### src/rtl/control_sequencer_pkg.sv
// Shared constants for the control sequencer: opcodes, state encoding,
// ALU operation codes, instruction classes and the strobe bundle.
package control_sequencer_pkg;

    localparam logic [4:0] OP_LD   = 5'b00000;
    localparam logic [4:0] OP_LDI  = 5'b00001;
    localparam logic [4:0] OP_ST   = 5'b00010;
    localparam logic [4:0] OP_ADD  = 5'b00011;
    localparam logic [4:0] OP_SUB  = 5'b00100;
    localparam logic [4:0] OP_AND  = 5'b00101;
    localparam logic [4:0] OP_OR   = 5'b00110;
    localparam logic [4:0] OP_ADDI = 5'b01100;
    localparam logic [4:0] OP_BR   = 5'b10010;
    localparam logic [4:0] OP_JR   = 5'b10100;
    localparam logic [4:0] OP_NOP  = 5'b11010;
    localparam logic [4:0] OP_HALT = 5'b11011;

    typedef enum logic [3:0] {
        S_T0   = 4'd0,
        S_T1   = 4'd1,
        S_T2   = 4'd2,
        S_T3   = 4'd3,
        S_T4   = 4'd4,
        S_T5   = 4'd5,
        S_T6   = 4'd6,
        S_T7   = 4'd7,
        S_HALT = 4'd8
    } state_t;

    typedef enum logic [3:0] {
        ALU_ADD = 4'b0000,
        ALU_SUB = 4'b0001,
        ALU_AND = 4'b0010,
        ALU_OR  = 4'b0011
    } alu_op_t;

    typedef enum logic [3:0] {
        CL_RTYPE, CL_IMM, CL_LDI, CL_LD, CL_ST, CL_BR, CL_JR, CL_NOP, CL_HALT
    } op_class_t;

    typedef struct packed {
        logic gra, grb, grc, rin, rout, ba_out;
        logic pc_out, pc_in, inc_pc, ir_in, mar_in, mdr_in, mdr_out;
        logic read, write, y_in, z_in, zlow_out, c_out, con_in;
    } strobes_t;

    function automatic alu_op_t rtype_alu(input logic [4:0] op);
        case (op)
            OP_SUB:  return ALU_SUB;
            OP_AND:  return ALU_AND;
            OP_OR:   return ALU_OR;
            default: return ALU_ADD;
        endcase
    endfunction

endpackage

### src/rtl/control_sequencer_opcode_class.sv
// Combinational opcode-to-class map; undefined opcodes fold into CL_NOP.
module opcode_class
    import control_sequencer_pkg::*;
(
    input  logic [4:0] opcode,
    output op_class_t  op_class
);

    always_comb begin
        op_class = CL_NOP;
        case (opcode)
            OP_ADD, OP_SUB, OP_AND, OP_OR: op_class = CL_RTYPE;
            OP_ADDI:                       op_class = CL_IMM;
            OP_LDI:                        op_class = CL_LDI;
            OP_LD:                         op_class = CL_LD;
            OP_ST:                         op_class = CL_ST;
            OP_BR:                         op_class = CL_BR;
            OP_JR:                         op_class = CL_JR;
            OP_HALT:                       op_class = CL_HALT;
            default:                       op_class = CL_NOP;
        endcase
    end

endmodule

### src/rtl/control_sequencer.sv
// Fetch/execute control-step sequencer. Strobes are registered from the next
// state, so each cycle's strobes belong to the state shown on dbg_state.
module control_sequencer
    import control_sequencer_pkg::*;
(
    input  logic        clock,
    input  logic        clear,
    input  logic [31:0] ir,
    input  logic        con_ff,
    input  logic        stop,
    output logic        Gra,
    output logic        Grb,
    output logic        Grc,
    output logic        Rin,
    output logic        Rout,
    output logic        BAout,
    output logic        PCout,
    output logic        PCin,
    output logic        IncPC,
    output logic        IRin,
    output logic        MARin,
    output logic        MDRin,
    output logic        MDRout,
    output logic        Read,
    output logic        Write,
    output logic        Yin,
    output logic        Zin,
    output logic        Zlowout,
    output logic        Cout,
    output logic        CONin,
    output logic [3:0]  alu_op,
    output logic        run,
    output logic [3:0]  dbg_state
);

    op_class_t op_class;
    state_t    state, state_nx;
    logic      paused, paused_nx;
    strobes_t  str_q, str_nx;
    alu_op_t   alu_q, alu_nx;
    logic      run_q;
    logic      unused_ir;

    assign unused_ir = ^ir[26:0];

    opcode_class u_opcode_class (
        .opcode   (ir[31:27]),
        .op_class (op_class)
    );

    // A paused T0 (after clear or stop) issues no strobes; leaving it re-enters
    // an active T0 so the fetch always starts with its T0 strobes.
    always_comb begin
        state_nx  = state;
        paused_nx = 1'b0;
        case (state)
            S_T0: begin
                if (stop) begin
                    state_nx  = S_T0;
                    paused_nx = 1'b1;
                end else if (paused) begin
                    state_nx = S_T0;
                end else begin
                    state_nx = S_T1;
                end
            end
            S_T1: state_nx = S_T2;
            S_T2: begin
                case (op_class)
                    CL_NOP:  state_nx = S_T0;
                    CL_HALT: state_nx = S_HALT;
                    default: state_nx = S_T3;
                endcase
            end
            S_T3:    state_nx = (op_class == CL_JR) ? S_T0 : S_T4;
            S_T4:    state_nx = S_T5;
            S_T5:    state_nx = (op_class inside {CL_LD, CL_ST, CL_BR}) ? S_T6 : S_T0;
            S_T6:    state_nx = (op_class == CL_BR) ? S_T0 : S_T7;
            S_T7:    state_nx = S_T0;
            S_HALT:  state_nx = S_HALT;
            default: state_nx = S_T0;
        endcase
    end

    always_comb begin
        str_nx = '0;
        alu_nx = ALU_ADD;
        case (state_nx)
            S_T0: if (!paused_nx) begin
                str_nx.pc_out = 1'b1; str_nx.mar_in = 1'b1;
                str_nx.inc_pc = 1'b1; str_nx.z_in   = 1'b1;
            end
            S_T1: begin
                str_nx.zlow_out = 1'b1; str_nx.pc_in  = 1'b1;
                str_nx.read     = 1'b1; str_nx.mdr_in = 1'b1;
            end
            S_T2: begin
                str_nx.mdr_out = 1'b1; str_nx.ir_in = 1'b1;
            end
            S_T3: begin
                case (op_class)
                    CL_RTYPE, CL_IMM: begin str_nx.grb = 1'b1; str_nx.rout = 1'b1; str_nx.y_in = 1'b1; end
                    CL_LDI, CL_LD, CL_ST: begin str_nx.grb = 1'b1; str_nx.ba_out = 1'b1; str_nx.y_in = 1'b1; end
                    CL_BR: begin str_nx.gra = 1'b1; str_nx.rout = 1'b1; str_nx.con_in = 1'b1; end
                    CL_JR: begin str_nx.gra = 1'b1; str_nx.rout = 1'b1; str_nx.pc_in = 1'b1; end
                    default: ;
                endcase
            end
            S_T4: begin
                case (op_class)
                    CL_RTYPE: begin
                        str_nx.grc = 1'b1; str_nx.rout = 1'b1; str_nx.z_in = 1'b1;
                        alu_nx = rtype_alu(ir[31:27]);
                    end
                    CL_IMM, CL_LDI, CL_LD, CL_ST: begin str_nx.c_out = 1'b1; str_nx.z_in = 1'b1; end
                    CL_BR: begin str_nx.pc_out = 1'b1; str_nx.y_in = 1'b1; end
                    default: ;
                endcase
            end
            S_T5: begin
                case (op_class)
                    CL_RTYPE, CL_IMM, CL_LDI: begin str_nx.zlow_out = 1'b1; str_nx.gra = 1'b1; str_nx.rin = 1'b1; end
                    CL_LD, CL_ST: begin str_nx.zlow_out = 1'b1; str_nx.mar_in = 1'b1; end
                    CL_BR: begin str_nx.c_out = 1'b1; str_nx.z_in = 1'b1; end
                    default: ;
                endcase
            end
            S_T6: begin
                case (op_class)
                    CL_LD: begin str_nx.read = 1'b1; str_nx.mdr_in = 1'b1; end
                    CL_ST: begin str_nx.gra = 1'b1; str_nx.rout = 1'b1; str_nx.mdr_in = 1'b1; end
                    CL_BR: begin str_nx.zlow_out = 1'b1; str_nx.pc_in = con_ff; end
                    default: ;
                endcase
            end
            S_T7: begin
                case (op_class)
                    CL_LD: begin str_nx.mdr_out = 1'b1; str_nx.gra = 1'b1; str_nx.rin = 1'b1; end
                    CL_ST: str_nx.write = 1'b1;
                    default: ;
                endcase
            end
            default: ;
        endcase
    end

    always_ff @(posedge clock) begin
        if (clear) begin
            state  <= S_T0;
            paused <= 1'b1;
            str_q  <= '0;
            alu_q  <= ALU_ADD;
            run_q  <= 1'b1;
        end else begin
            state  <= state_nx;
            paused <= paused_nx;
            str_q  <= str_nx;
            alu_q  <= alu_nx;
            run_q  <= (state_nx != S_HALT);
        end
    end

    assign Gra       = str_q.gra;
    assign Grb       = str_q.grb;
    assign Grc       = str_q.grc;
    assign Rin       = str_q.rin;
    assign Rout      = str_q.rout;
    assign BAout     = str_q.ba_out;
    assign PCout     = str_q.pc_out;
    assign PCin      = str_q.pc_in;
    assign IncPC     = str_q.inc_pc;
    assign IRin      = str_q.ir_in;
    assign MARin     = str_q.mar_in;
    assign MDRin     = str_q.mdr_in;
    assign MDRout    = str_q.mdr_out;
    assign Read      = str_q.read;
    assign Write     = str_q.write;
    assign Yin       = str_q.y_in;
    assign Zin       = str_q.z_in;
    assign Zlowout   = str_q.zlow_out;
    assign Cout      = str_q.c_out;
    assign CONin     = str_q.con_in;
    assign alu_op    = alu_q;
    assign run       = run_q;
    assign dbg_state = state;

endmodule
### config.mk
export PLATFORM = sky130hd
export DESIGN_NAME = control_sequencer
export DESIGN_NICKNAME = d
export VERILOG_FILES = /design/src/rtl/control_sequencer_pkg.sv /design/src/rtl/control_sequencer_opcode_class.sv /design/src/rtl/control_sequencer.sv
export SDC_FILE = /design/constraint.sdc
export NUM_CORES = 1
export LEC_CHECK = 0
export CAP_MARGIN = 20
export CORE_AREA = 2 2 62 64
export DETAILED_ROUTE_END_ITERATION = 10
export DIE_AREA = 0 0 64 66
export PLACE_DENSITY = 0.73
export SETUP_SLACK_MARGIN = 0.5
export SLEW_MARGIN = 20
export SYNTH_ARGS = -nofsm -noshare
export SYNTH_HDL_FRONTEND = slang
export SYNTH_SLANG_ARGS = --single-unit
### constraint.sdc
create_clock -name clock -period 2.24 [get_ports clock]
set_clock_uncertainty 0.1 [all_clocks]
set_input_delay 0.448 -clock clock [delete_from_list [all_inputs] [get_ports clock]]
set_output_delay 0.448 -clock clock [all_outputs]
set_load 0.005 [all_outputs]
==> impl_summary.md, run 1 <==
Final layout
Relative to the synthesized area, the layout overhead comes to 71.3%. After filler insertion, the fill cell instance count of the layout stands at 283. The cell area after layout is 0.00234 sq mm.

The repair_antennas step left the layout with diodes totalling 0. The number of flip-flops under the largest register name is 4. In the final design database the tool counted 269 nets. The share of post-route cells with drive strength above 1 is slightly above 40%.

Synth
By area the synthesized netlist is led by sky130_fd_sc_hd__dfxtp_1 41%, sky130_fd_sc_hd__nor2_1 4.1%, sky130_fd_sc_hd__a21oi_1 4.0%. The async set-reset flop share out of synthesis is 0%. The number of distinct library cells after synthesis is between 40 and 50. The count of flip-flops with a built-in enable after synthesis is 0. The post-synthesis sequential element count is 28.

Summed over all instances, the cell type with the most area after synthesis is sky130_fd_sc_hd__dfxtp_1. The instance count of the mapped netlist is around 160. The post-synthesis area per instance is between 8 and 9 sq um. The synthesized design devotes to its leading area cell type between 40% and 50% of total area. Summing every instance area after synthesis gives between 0.001 and 0.0015 sq mm. In the synthesized netlist the dominant register cell turns out to be sky130_fd_sc_hd__dfxtp_1. The sequential element share of the synthesized area is about two fifths. The number of synthesis warnings is 0.

Route
The final antenna-violating net count is 0. The detailed router's first-iteration violation count is roughly 40. For this block, the routed nets add up to 4330 um of wire. The mean routed wirelength per cell is 15.5 um. The pre-antenna-repair detailed-routing pass consisted of 4 iterations. The total via count in the routed design is 1,494. The DRC violation count after routing is 0.

The post-detailed-route via-to-cell ratio is between 5 and 6.

Floorplanning
In this run the count of I/O pins placed on the die edge is 65. The core region is approximately 0.0036 sq mm. The initial cell density of the core is 38.5%. The height of the chip is 66 um. The horizontal die dimension is 64 um. The number of rows in the core area is 22.

The area enclosed by the die boundary is 0.00422 sq mm.

Timing
The max-slew violation count was 0. The post-route setup TNS is 0 ns. The final critical path takes up a little over nine tenths of the cycle.

Setup repair after global routing could not meet its margin everywhere. The shortest clock period the worst path allows after layout is about 2.1 ns. The total of endpoints with negative setup slack in the final report is 0.

Setup slack on the critical path of the routed design comes to approximately 0.14 ns. The tightest hold path in the finished design has a slack of 0.544 ns. The timing-limited maximum frequency is approximately 480 MHz. The final number of hold-violating endpoints is 0.

Worst setup path
In this run the register-to-register setup slack is ~0.14 ns. Together, buffers and inverters on the worst path number 2. The cell family contributing the most delay on the critical path is simple AND/OR/NAND/NOR gates. STA classifies the critical path endpoint as a flip-flop. The highest fanout seen on the critical path is 3. The signal on the critical path passes through dlygate4sd2_1 -> or4b_4 -> nor4_4 -> buf_4 -> nand3_1 -> o21a_1 -> a221oi_2. STA puts the critical path data required time at between 2 and 2.5 ns. In this design, the stage delay of the slowest critical-path cell is between 0.5 and 0.6 ns.

By startpoint and endpoint, the worst setup path is classified as primary input to flip-flop. STA classifies the critical path startpoint as a primary input. The standard cell with the maximum stage delay on the critical path is sky130_fd_sc_hd__or4b_4. The arrival time reported for the critical path endpoint is approximately 2.3 ns.

GRT
The global-route usage over all layers is between 20% and 30%. The number of global-route vias before repair is about 1,400. The fraction of met3 tracks used by global routing is under 10%. The met1 usage in global routing is approximately a quarter. The first global-routing pass estimated slightly below 7000 um of wire.

The most utilized layer in the global route result is met2. Entering global routing, the biggest net connects 17 pins. The initial antenna violation count is 0. The met2 usage in global routing is between 30% and 40%. For this run the aggregate overflow at the end of global routing stands at 0.

CTS
In this run the deepest clock path goes through 2 buffers. The register clock-pin slew on the reported worst setup and hold paths is ~0.16 ns. The clock network latency to the later pin of the worst-skew pair is 0.34 ns. TritonCTS created 3 clock buffers. The post-cts hold buffer count is 0.

The CTS sink count is 28. TritonCTS built the clock tree. In this run the number of H-tree levels came out at 1. The master cell of the clock root buffer is sky130_fd_sc_hd__clkbuf_4.

Placed design
Input and output buffers added on the ports amount to 35. At the end of routability-driven placement, the weighted congestion stood at ~0.90. The post-place instance area is a little over 0.002 sq mm. Summed over all nets, the half-perimeter wirelength after detailed placement is between 3000 and 4000 um. OpenSTA, run right after detailed placement, puts the worst setup slack at -0.428 ns.

Power and ir drop
In this run the static leakage power is 1.19 nW. Dividing total power by cell area gives a power density of 448 mW/mm^2. The largest voltage drop on the vdd net is around 0.00032 V.

Worst hold path
The worst hold path belongs to the class flip-flop to flip-flop.

Job
Max-cap violations in this run came to 0.

Status
The run finished with clean final reports.
==> through the flow <==
step / util, % / instances / power (mW)
after floorplan: - / 162 / 0.609
after global placement: 56.9 / 269 / 0.695
after global routing: 65.9 / 280 / 1.09
final: 65.9 / 280 / 1.05
after detailed placement: 56.9 / 269 / 0.698
after CTS: 61.0 / 277 / 1.03
==> layer usage <==
| layer | vias to the layer above | part of all wire [%] | routed length [um] |
|---|---|---|---|
| met5 | - | 0 | 0 |
| met4 | 0 | 1.8 | 80 |
| met3 | 9 | 5.1 | 219 |
| met2 | 49 | 51 | 2210 |
| met1 | 707 | 42 | 1820 |
| li1 | 729 | - | - |
==> worst min-delay path, stage by stage (launching register included) <==
cell and delay [ns]:
sky130_fd_sc_hd__dfxtp_1 0.34, sky130_fd_sc_hd__nor2_1 0.05, sky130_fd_sc_hd__nand2_1 0.16, sky130_fd_sc_hd__a21oi_2 0.08
==> final timing paths <==
check                    start      end  cells after the start
setup reg to reg  dbg_state[3]      Gra                      6
hold / removal          paused  Zlowout                      3
setup / recovery        ir[29]      Gra                      7
hold reg to reg         paused  Zlowout                      3
==> final cells by class <==
class,count,area (sq um),area share [%]
multi-input combinational,117,901,38.5
clock inverter,1,30.0,1.28
clock buffer,3,22.5,0.962
tap,48,60.1,2.57
inverter,4,15.0,0.641
timing repair buffer,79,733,31.3
sequential,28,579,24.7
==> Yosys cell counts, drive strengths merged, types with 5 or more instances <==
master and instances:
o21ai 6, nand2b 5, dfxtp 28, clkbuf 9
nor2b 6, a21oi 11, a31oi 5, nor2 15
nor4 7, nor3 5, nand2 10
==> logic make-up after synthesis <==
| kind of cell | count (synthesis) | share of synthesized area (%) |
|---|---|---|
| AND/OR/NAND/NOR | 71 | 31.0 |
| AO/OA/AOI/OAI | 41 | 20.4 |
| flip-flops | 28 | 41.0 |
| buffers and inverters | 17 | 5.31 |
| XOR/XNOR | 3 | 1.92 |
| other | 1 | 0.274 |
==> cells in the final DEF, fill, tap and decap left out, types with 2 or more instances in the layout <==
cell type / instances
sky130_fd_sc_hd__a31oi_1: 5
sky130_fd_sc_hd__clkdlybuf4s50_1: 9
sky130_fd_sc_hd__nor2_1: 11
sky130_fd_sc_hd__nand2b_1: 5
sky130_fd_sc_hd__dlymetal6s2s_1: 19
sky130_fd_sc_hd__nor2b_1: 5
sky130_fd_sc_hd__o31a_1: 2
sky130_fd_sc_hd__o21ai_0: 5
sky130_fd_sc_hd__dfxtp_2: 12
sky130_fd_sc_hd__a21oi_2: 4
sky130_fd_sc_hd__nand3_1: 4
sky130_fd_sc_hd__dlygate4sd2_1: 6
sky130_fd_sc_hd__buf_6: 4
sky130_fd_sc_hd__nand3b_1: 3
sky130_fd_sc_hd__inv_1: 4
sky130_fd_sc_hd__clkbuf_4: 3
sky130_fd_sc_hd__nor4_2: 3
sky130_fd_sc_hd__nor4_4: 2
sky130_fd_sc_hd__nor3_1: 3
sky130_fd_sc_hd__nor4_1: 2
sky130_fd_sc_hd__dfxtp_1: 15
sky130_fd_sc_hd__nand4_1: 3
sky130_fd_sc_hd__a21oi_1: 7
sky130_fd_sc_hd__buf_4: 39
sky130_fd_sc_hd__nand2_1: 10
sky130_fd_sc_hd__o21a_1: 2
sky130_fd_sc_hd__nor2_2: 3
sky130_fd_sc_hd__xor2_1: 3
sky130_fd_sc_hd__or3_1: 2
sky130_fd_sc_hd__conb_1: 2
==> what timing repair did <==
item / 4_1_cts / 5_1_grt
buffers inserted: 3 / 3
setup endpoints to repair: 30 / 45
resized for setup: 27 / 48
gates cloned: 1 / 0
pin swaps: 13 / 9
==> report_power, final <==
| group | switching, mW | internal (mW) |
|---|---|---|
| Sequential | 0.00696 | 0.513 |
| Clock | 0.157 | 0.181 |
| Combinational | 0.0988 | 0.0923 |
Power figures use the tool's default switching activity.
==> run 2: changes to the inputs <==
--- a/config.mk
+++ b/config.mk
@@ -6,10 +6,13 @@
 export NUM_CORES = 1
 export LEC_CHECK = 0
 export CAP_MARGIN = 20
-export CORE_AREA = 2 2 62 64
+export CELL_PAD_IN_SITES_DETAIL_PLACEMENT = 1
+export CELL_PAD_IN_SITES_GLOBAL_PLACEMENT = 2
+export CORE_AREA = 2 2 82 84
 export DETAILED_ROUTE_END_ITERATION = 10
-export DIE_AREA = 0 0 64 66
-export PLACE_DENSITY = 0.73
+export DIE_AREA = 0 0 84 86
+export HOLD_SLACK_MARGIN = 0.05
+export PLACE_DENSITY = 0.75
 export SETUP_SLACK_MARGIN = 0.5
 export SLEW_MARGIN = 20
 export SYNTH_ARGS = -nofsm -noshare
==> impl_summary.md, run 2 (synthesized netlist as in run 1, its figures left out) <==
Status
Result of the run: completed (unchanged).

GRT
The global-route usage over all layers was 13.7% (was 20.3%). The largest net degree at the start of global routing is 17 (unchanged). The global route total overflow came to 0 (unchanged). The number of global-route vias before repair is 1,581 (was 1,438). The global-route wire length before repair is 7870 um (was 6840 um). The initial antenna violation count is 0 (unchanged).

CTS
The number of levels in the clock H-tree is 1 (unchanged). The clock tree from TritonCTS is built (unchanged). The register clock-pin slew on the reported worst setup and hold paths is 0.09 ns (was 0.16 ns). The maximum clock insertion buffer count is 2 (unchanged). The CTS sink count is 28 (unchanged). The master cell of the clock root buffer is sky130_fd_sc_hd__clkbuf_8 (was sky130_fd_sc_hd__clkbuf_4). The post-cts hold buffer count is 0 (unchanged).

The total clock buffers created by CTS is 3 (unchanged). The clock network latency to the later pin of the worst-skew pair is 0.28 ns (was 0.34 ns).

Placed design
The number of input and output port buffers inserted came to 35 (unchanged). The final estimated routing congestion in global placement was 0.823 (was 0.899). The number of placed cells counting well taps is 300 (was 269).

The HPWL reported at the end of detailed placement is 3320 um (was 3070 um). The worst setup slack after placement is -0.486 ns (was -0.428 ns).

Final layout
The number of flip-flops under the largest register name is 4 (unchanged). The antenna diode count is 0 (unchanged). The number of standard cells in the final layout excluding fillers is 322 (was 280). Leading cell types in the layout, fill and taps excluded: 51 x sky130_fd_sc_hd__buf_4, 28 x sky130_fd_sc_hd__clkdlybuf4s50_1, 25 x sky130_fd_sc_hd__dfxtp_1 (was 39 x sky130_fd_sc_hd__buf_4, 19 x sky130_fd_sc_hd__dlymetal6s2s_1, 15 x sky130_fd_sc_hd__dfxtp_1). The final layout net count is 282 (was 269). The most common cell after layout, fill and taps aside is sky130_fd_sc_hd__buf_4 (unchanged).

The share of post-route cells with drive strength above 1 is 40.8% (was 40.5%). The relative area change from synthesis to final layout is 79.2% (was 71.3%).

Power and ir drop
The power density over the cells is 460 mW/mm^2 (was 448 mW/mm^2). The largest voltage drop on the vdd net came to 0.000283 V (was 0.000325 V). The static leakage is 0.950 nW (was 1.19 nW).

Floorplanning
The I/O pin total is 65 (unchanged). The number of rows in the core area was 29 (was 22). The area enclosed by the die boundary was 0.00722 sq mm (was 0.00422 sq mm). The horizontal die dimension is 84 um (was 64 um).

The initial cell density of the core is 21.8% (was 38.5%). The height of the chip is 86 um (was 66 um). The core outline area is 0.00628 sq mm (was 0.00355 sq mm).

Route
The total wire length after detailed routing came to 5070 um (was 4330 um). The mean routed wirelength per cell is 15.7 um (was 15.5 um). The detailed router's first-iteration violation count was 80 (was 41).

The DRC violation count after routing is 0 (unchanged). The final antenna-violating net count was 0 (unchanged). The number of optimization iterations in the first detailed-route pass is 4 (unchanged). The post-detailed-route via-to-cell ratio is 4.66 (was 5.34). The total via count in the routed design came to 1,502 (was 1,494).

Worst setup path
The cell class contributing the biggest share of worst-path delay is simple AND/OR/NAND/NOR gates (unchanged). The startpoint class of the critical path is a flip-flop (was primary input). The classification of the worst setup path is flip-flop to flip-flop (was primary input to flip-flop).

The arrival time reported for the critical path endpoint is 2.18 ns (was 2.26 ns). The critical path required time is 2.31 ns (was 2.40 ns). The type of destination of the critical path is a flip-flop (unchanged). The maximum single-stage delay on the critical path came to 0.53 ns (was 0.51 ns). The highest fanout seen on the critical path was 5 (was 3). The standard cell with the maximum stage delay on the critical path is sky130_fd_sc_hd__or4b_4 (unchanged).

Cells along the critical path: or4b_4 -> or4_4 -> o311ai_4 -> nand3b_1 -> o21bai_1 (was dlygate4sd2_1 -> or4b_4 -> nor4_4 -> buf_4 -> nand3_1 -> o21a_1 -> a221oi_2). The number of buffers and inverters on the critical path was 0 (was 2).

Timing
The timing-limited maximum frequency came to 473 MHz (was 477 MHz). The final number of hold-violating endpoints is 0 (unchanged). The tightest hold margin is 0.529 ns (was 0.544 ns).

The shortest clock period the worst path allows after layout is 2.12 ns (was 2.10 ns). The final critical-path share of the clock period is 94.5% (was 93.7%). The post-route setup TNS is 0 ns (unchanged). Setup repair after global routing missed its margin: true (unchanged).

The max-slew violation count was 0 (unchanged). The final setup slack of the worst path is 0.124 ns (was 0.141 ns). The total of endpoints with negative setup slack in the final report was 0 (unchanged).

Job
The number of maximum-capacitance violations is 0 (unchanged).

Worst hold path
The path class of the lowest-slack min-delay path is primary input to flip-flop (was flip-flop to flip-flop).
## run 2: layer usage
metal / track usage [%] / wire [um]
met5: 0 / 0
met4: 3.67 / 76
met3: 3.66 / 206
met2: 23.6 / 2590
met1: 16.8 / 2190
## run 2: final timing paths
path / from / end / slack, ns / depth (start not counted)
max: dbg_state[3] / Yin / 0.12 / 5
min: ir[29] / BAout / 0.53 / 4
min reg2reg: paused / Zlowout / 0.56 / 3
max reg2reg: dbg_state[3] / Yin / 0.12 / 5
## run 2: final cells by class
class                      instances  area, sq um
clock buffer                       3         41.3
clock inverter                     1         30.0
fill                             734         3830
inverter                           4         15.0
multi-input combinational        117          920
sequential                        28          569
tap                               77         96.3
timing repair buffer              92          777
## run 2: per-stage QoR
stage | power [mW] | area [sq um] | utilization, %
floorplan | 0.609 | 1390 | -
global placement | 0.702 | 2070 | 33.0
detailed placement | 0.706 | 2070 | 33.0
CTS | 1.12 | 2300 | 36.6
global route | 1.18 | 2450 | 39.0
finish | 1.13 | 2450 | 39.0
## run 2: tightest hold or removal path, cell delays in order
cell                       delay [ns]
sky130_fd_sc_hd__clkbuf_2        0.10
sky130_fd_sc_hd__buf_6           0.14
sky130_fd_sc_hd__buf_4           0.13
sky130_fd_sc_hd__nor4_1          0.05
## run 2: where the power goes
part,internal [mW],leakage [nW],total (mW),switching [mW]
combinational,0.103,0.685,0.211,0.108
clock,0.240,0.0357,0.399,0.159
sequential,0.511,0.229,0.516,0.00551
total,0.853,0.950,1.13,0.273
## run 2: timing repair
action | in CTS | in global routing
setup buffers | 9 | 9
pin swaps | 10 | 10
endpoints found under the setup margin | 30 | 27
resized for setup | 35 | 23
endpoints found under the hold margin | 0 | 0
